<file path="src/rtl/mat_loader_if.sv">
// Stream-in / operand-out bundle between the element feeder, mat_loader and the matrix adder.
interface mat_loader_if #(
    parameter int RSIZE = 2,
    parameter int CSIZE = 3,
    parameter int DW    = 32
);
    localparam int MW = RSIZE * CSIZE * DW;

    logic          s_valid;
    logic          s_ready;
    logic [DW-1:0] s_data;
    logic          s_last;
    logic [MW-1:0] mat_a;
    logic [MW-1:0] mat_b;
    logic          en;
    logic          done;
    logic          err;
    logic          timeout;
    logic [15:0]   frame_cnt;

    modport master (
        output s_valid, s_data, s_last, done,
        input  s_ready, mat_a, mat_b, en, err, timeout, frame_cnt
    );

    modport slave (
        input  s_valid, s_data, s_last, done,
        output s_ready, mat_a, mat_b, en, err, timeout, frame_cnt
    );
endinterface

</file>
<file path="src/rtl/mat_loader.sv">
// Collects operand matrices A then B from one element stream and holds them for the adder
// until it reports done or the watchdog expires.
//
// state  | meaning
// LOAD_A | accepting beats 0..N-1 into mat_a
// LOAD_B | accepting beats N..2N-1 into mat_b, s_last expected on the final beat
// ISSUE  | en high, operands frozen, waiting for done or watchdog
module mat_loader #(
    parameter int RSIZE   = 2,
    parameter int CSIZE   = 3,
    parameter int DW      = 32,
    parameter int TIMEOUT = 64
) (
    input  logic         clk,
    input  logic         rst_n,
    mat_loader_if.slave  bus
);
    localparam int N  = RSIZE * CSIZE;
    localparam int MW = N * DW;
    localparam int CW = $clog2(2 * N);
    localparam int WW = $clog2(TIMEOUT);

    typedef enum logic [1:0] {
        LOAD_A = 2'd0,
        LOAD_B = 2'd1,
        ISSUE  = 2'd2
    } state_t;

    state_t          state;
    logic [CW-1:0]   beat_cnt;
    logic [WW-1:0]   wait_cnt;
    logic            is_final;
    logic            issue_entry;

    assign bus.s_ready = (state != ISSUE);
    assign is_final    = (beat_cnt == CW'(2 * N - 1));
    // Watchdog counts down from TIMEOUT-1, so the full value marks the first ISSUE cycle.
    assign issue_entry = (wait_cnt == WW'(TIMEOUT - 1));

    always_ff @(posedge clk or negedge rst_n) begin
        if (!rst_n) begin
            state         <= LOAD_A;
            beat_cnt      <= '0;
            wait_cnt      <= '0;
            bus.mat_a     <= '0;
            bus.mat_b     <= '0;
            bus.en        <= 1'b0;
            bus.err       <= 1'b0;
            bus.timeout   <= 1'b0;
            bus.frame_cnt <= '0;
        end else begin
            bus.err     <= 1'b0;
            bus.timeout <= 1'b0;
            case (state)
                LOAD_A, LOAD_B: begin
                    if (bus.s_valid) begin
                        for (int i = 0; i < N; i++) begin
                            if (state == LOAD_A && beat_cnt == CW'(i))
                                bus.mat_a[i*DW +: DW] <= bus.s_data;
                            if (state == LOAD_B && beat_cnt == CW'(N + i))
                                bus.mat_b[i*DW +: DW] <= bus.s_data;
                        end
                        if (bus.s_last != is_final) begin
                            bus.err  <= 1'b1;
                            beat_cnt <= '0;
                            state    <= LOAD_A;
                        end else if (is_final) begin
                            beat_cnt <= '0;
                            wait_cnt <= WW'(TIMEOUT - 1);
                            bus.en   <= 1'b1;
                            state    <= ISSUE;
                        end else begin
                            beat_cnt <= beat_cnt + 1'b1;
                            if (beat_cnt == CW'(N - 1))
                                state <= LOAD_B;
                        end
                    end
                end
                ISSUE: begin
                    // A done still high from the previous frame is masked on entry.
                    if (bus.done && !issue_entry) begin
                        bus.en        <= 1'b0;
                        bus.frame_cnt <= bus.frame_cnt + 16'd1;
                        state         <= LOAD_A;
                    end else if (wait_cnt == '0) begin
                        bus.en      <= 1'b0;
                        bus.timeout <= 1'b1;
                        state       <= LOAD_A;
                    end else begin
                        wait_cnt <= wait_cnt - 1'b1;
                    end
                end
                default: begin
                    bus.en   <= 1'b0;
                    beat_cnt <= '0;
                    state    <= LOAD_A;
                end
            endcase
        end
    end
endmodule

</file>
<file path="src/flat_wrapper.sv">
// flat-port wrapper written by rule: the top's interface ports become plain ports
module mat_loader_flat 
#(
    parameter int RSIZE   = 2,
    parameter int CSIZE   = 3,
    parameter int DW      = 32,
    parameter int TIMEOUT = 64
)
  (clk, rst_n, bus_s_valid, bus_s_data, bus_s_last, bus_done, bus_s_ready, bus_mat_a, bus_mat_b, bus_en, bus_err, bus_timeout, bus_frame_cnt);
  mat_loader_if #(.RSIZE(RSIZE), .CSIZE(CSIZE), .DW(DW)) bus_i ();
  input  logic clk;
  input  logic rst_n;
  input wire logic [$bits(bus_i.s_valid)-1:0] bus_s_valid;
  input wire logic [$bits(bus_i.s_data)-1:0] bus_s_data;
  input wire logic [$bits(bus_i.s_last)-1:0] bus_s_last;
  input wire logic [$bits(bus_i.done)-1:0] bus_done;
  output wire logic [$bits(bus_i.s_ready)-1:0] bus_s_ready;
  output wire logic [$bits(bus_i.mat_a)-1:0] bus_mat_a;
  output wire logic [$bits(bus_i.mat_b)-1:0] bus_mat_b;
  output wire logic [$bits(bus_i.en)-1:0] bus_en;
  output wire logic [$bits(bus_i.err)-1:0] bus_err;
  output wire logic [$bits(bus_i.timeout)-1:0] bus_timeout;
  output wire logic [$bits(bus_i.frame_cnt)-1:0] bus_frame_cnt;
  assign bus_i.s_valid = bus_s_valid;
  assign bus_i.s_data = bus_s_data;
  assign bus_i.s_last = bus_s_last;
  assign bus_i.done = bus_done;
  assign bus_s_ready = bus_i.s_ready;
  assign bus_mat_a = bus_i.mat_a;
  assign bus_mat_b = bus_i.mat_b;
  assign bus_en = bus_i.en;
  assign bus_err = bus_i.err;
  assign bus_timeout = bus_i.timeout;
  assign bus_frame_cnt = bus_i.frame_cnt;
  mat_loader #(.RSIZE(RSIZE), .CSIZE(CSIZE), .DW(DW), .TIMEOUT(TIMEOUT)) u_core (.clk(clk), .rst_n(rst_n), .bus(bus_i));
endmodule
</file>
<file path="config.mk">
export PLATFORM = sky130hd
export DESIGN_NAME = mat_loader_flat
export DESIGN_NICKNAME = d
export VERILOG_FILES = /design/src/rtl/mat_loader_if.sv /design/src/rtl/mat_loader.sv /design/src/flat_wrapper.sv
export SDC_FILE = /design/constraint.sdc
export NUM_CORES = 1
export LEC_CHECK = 0
export ABC_AREA = 1
export BUFFER_PORTS_ARGS = -buffer_cell sky130_fd_sc_hd__buf_2
export CELL_PAD_IN_SITES_DETAIL_PLACEMENT = 1
export CELL_PAD_IN_SITES_GLOBAL_PLACEMENT = 1
export CORE_MARGIN = 10
export CORE_UTILIZATION = 30
export CTS_BUF_LIST = sky130_fd_sc_hd__clkbuf_4
export CTS_CLUSTER_SIZE = 20
export DETAILED_ROUTE_END_ITERATION = 6
export PLACE_DENSITY_LB_ADDON = 0.2
export SYNTH_ARGS = -nofsm -noshare
export SYNTH_HDL_FRONTEND = slang
export SYNTH_SLANG_ARGS = --single-unit
</file>
<file path="constraint.sdc">
create_clock -name clk -period 6 [get_ports clk]
set_clock_uncertainty 0.05 [all_clocks]
set_input_delay 1.2 -clock clk [delete_from_list [all_inputs] [get_ports clk]]
set_output_delay 1.2 -clock clk [all_outputs]
set_load 0.01 [all_outputs]
</file>
==> results.md <==
- Result of the run: completed
- Proportion of synthesized chip area in sequential cells: 0.6614
- Leading area contributor after synthesis: dfrtp_1
- DP Wirelength: around 41,000 um
- Depth of the worst register-to-register path: 7
- Total of hold buffers inserted after clock tree synthesis: 0
- CTS tree: built
- CP bufs+invs: 3
- Number of gates given a new drive strength after cts: 0
- Boundary pin count: roughly 440
- Leak Pwr: ~11 nW
- CTS HTree Levels: 3
- Yosys warning total: 0
- Library cells used by synthesis: 27
- Critical register-to-register path endpoint: u_core.bus.frame_cnt[13]$_DFFE_PN0P_
- Number of cells produced by synthesis: 1,595
- Critical-path cell list: inv_2 -> nor2_1 -> inv_1 -> buf_2
- Type of element launching the critical path: register
- Worst ir drop on vdd: approximately 180 uV
- Wirelength per Cell: approximately 21 um
- Fraction of final layout cells with drive strength greater than 1: 0.3052
- Root buffer selected by CTS: clkbuf_4
- #FFs+latches synth: 415
- PnR Total Power: 8.833 mW
- DP Cell Count: 2,615
- Final weighted congestion in routability-driven placement: 0.7774
- Total global routing overflow: 0
- Net count after synthesis: about 1,600
- Synthesized area per cell: between 9 and 10 um2
- Power density of the placed cells: about 440 nW/um2
- Final period demand of the worst path: between 3 and 4 ns
- Post-route DRC violation count: 0
- Pin count of the biggest net entering global routing: approximately 140
- Area of the mapped netlist: roughly 16,000 um2
- Final hold vios: 0
- DP Worst Slack: ~2.6 ns
- Setup crit end kind: output pin
- R2R setup slack: slightly above 3 ns
- Stage delay of the slowest cell on the critical path: 0.65 ns
- Initial drt markers: between 600 and 700
- Start-to-end type of the worst setup path: reg -> out
- Global-route wire length before repair: 88,440 um
- Maximum buffer depth of the clock tree: 3
- Area delta synth->final: 26.54%
- Vertical die dimension: approximately 250 um
- Max capacitance violation total: 0
- Clock slew at reported path FFs: about 0.060 ns
- Number of antenna violations at the first check in global routing: 9
- Fillers: around 6,000
- Final max-slew violation count: 0
- Hold Crit Class: in -> async
- Total negative slack: 0 ns
- Placeable core region: 51,610 um2
- Setup repair after global routing missed its margin: no
- Overall die area: ~62,000 um2
- Rel. slew slack: 0.2344
- TritonCTS buffer count: 112
- Number of rows in the core area: just over 80
- CP Max Fanout: 12
- Final critical-path share of the clock period: 0.6508
- Main area contributors after synthesis: dfrtp_1 66%, nand2_1 10%, o21ai_0 9.7%
- Top Family by Delay on Critical Path: simple AND/OR/NAND/NOR gates
- Clock latency on the worst-skew pair: 0.88 ns
- Launching point of the worst reg2reg path: u_core.state[1]$_DFFE_PN0P_
- Port Buffers: 440
- CTS sink cnt: approximately 420
- Maximum operating frequency: 0.2561 GHz
- Worst setup slack after layout: between 2 and 2.5 ns
- Post-DRT Antenna Nets: 0
- NumNets Final: between 2,000 and 2,500
- Final Core Density: 0.3850
- Required time at the endpoint of the critical path: about 4.8 ns
- Transition time at the pin with the least slew margin: approximately 1.1 ns
- Pre-antenna DRT Iters: 4
- Number of buffers inserted to repair setup after CTS: 0
- Starting density of the core: 0.3042
- Horizontal die dimension: around 250 um
- Ratio of routed vias to standard cells: between 4 and 5
- Share of Yosys cell area claimed by the top area cell type: 0.6614
- Cell with the biggest individual delay on the critical path: nor2_1
- Via total after detailed routing: 13,016
- Cell Count, Final, Fillers Out: 2,816
- Data arrival time at the worst-slack endpoint: between 2 and 3 ns
- Via count of the first global-routing pass: ~14,000
- Final Routed Wirelength: ~59,000 um
- Number of setup violations in the final report: 0
- Tot GR Track Use: 0.1857
## stage by stage
step	hold WS, ns	area (um2)
3_3_place_gp	0.4080	18430
3_5_place_dp	0.4179	18430
6_report	0.3240	19870
5_1_grt	0.3033	19870
2_1_floorplan	0.4392	15700
4_1_cts	0.2742	19850
## cell type report
| class | count | area [um2] | area share |
|---|---|---|---|
| multi-input combinational | 977 | 4533 | 0.2281 |
| clock buffer | 175 | 1314 | 0.06612 |
| sequential | 415 | 10390 | 0.5227 |
| clock inverter | 20 | 106.4 | 0.005353 |
| tap | 680 | 850.8 | 0.04282 |
| antenna | 6 | 15.01 | 0.0007557 |
| inverter | 92 | 345.3 | 0.01738 |
| timing repair buffer | 451 | 2320 | 0.1168 |
## worst max path at each step
| stage | end | slack (ns) | cells after the start | startpoint |
|---|---|---|---|---|
| floorplan | u_core.wait_cnt[5]$_DFFE_PN0P_ | 3.61 | 8 | bus_s_last |
| global placement | u_core.bus.mat_b[82]$_DFFE_PN0P_ | 2.71 | 5 | bus_s_valid |
| detailed placement | u_core.bus.mat_b[83]$_DFFE_PN0P_ | 2.63 | 5 | bus_s_valid |
| CTS | bus_s_ready | 1.91 | 4 | u_core.state[1]$_DFFE_PN0P_ |
| global route | bus_s_ready | 1.76 | 4 | u_core.state[1]$_DFFE_PN0P_ |
| finish | bus_s_ready | 2.10 | 4 | u_core.state[1]$_DFFE_PN0P_ |
## routing by layer
| layer | track usage | up-vias | wire length [um] |
|---|---|---|---|
| li1 | - | 6123 | - |
| met1 | 0.2154 | 6430 | 24450 |
| met2 | 0.3081 | 359 | 28470 |
| met3 | 0.07751 | 94 | 4785 |
| met4 | 0.05453 | 10 | 1266 |
| met5 | 0 | - | 55 |
## power by group
group / total [mW] / internal, mW / switching [mW]
logic: 2.29 / 0.839 / 1.46
clock network: 2.56 / 1.35 / 1.21
registers: 3.98 / 3.54 / 0.433
## cells by family after synthesis
logic type	count (synthesis)	synth area share
adders and majority gates	10	0.007969
buffers and inverters	203	0.05068
DFF	415	0.6614
and+or+nand+nor	558	0.1468
xor gates and xnor gates	11	0.006136
AOI/OAI and AO/OA	398	0.1270
## cell usage after synthesis (all sizes together)
master,instances
clkbuf,85
dfrtp,415
o21bai,1
nand4,14
nand3,23
nor2,68
nor3,7
nand3b,5
xnor2,5
and3,1
nor4,1
inv,92
buf,26
nand2,439
ha,10
xor2,6
a21oi,35
o21ai,362
## sequential cells by signal, indices dropped and copies added, names as in the netlist
signal and count:
u_core.state 2, u_core.bus.mat_b 192, u_core.bus.err 1, u_core.bus.frame_cnt 16
u_core.wait_cnt 6, u_core.bus.mat_a 192, u_core.bus.timeout 1, u_core.beat_cnt 4
u_core.bus.en 1
## placed cells by master (no fill, tap or decap)
cell type	count
a21oi_1	35
and3_2	1
buf_12	2
buf_2	439
buf_4	9
buf_8	1
bufinv_16	1
clkbuf_4	175
clkinv_1	15
dfrtp_1	415
diode_2	6
ha_1	10
inv_1	89
inv_2	6
inv_6	1
nand2_1	434
nand2_2	5
nand3_1	21
nand3_2	2
nand3b_1	5
nand4_1	10
nand4_4	4
nor2_1	68
nor3_1	4
nor3_2	1
nor3_4	2
nor4_4	1
o21ai_0	304
o21ai_1	58
o21bai_1	1
xnor2_1	5
xor2_1	6
Note: power is estimated with default switching activity, not from simulation.
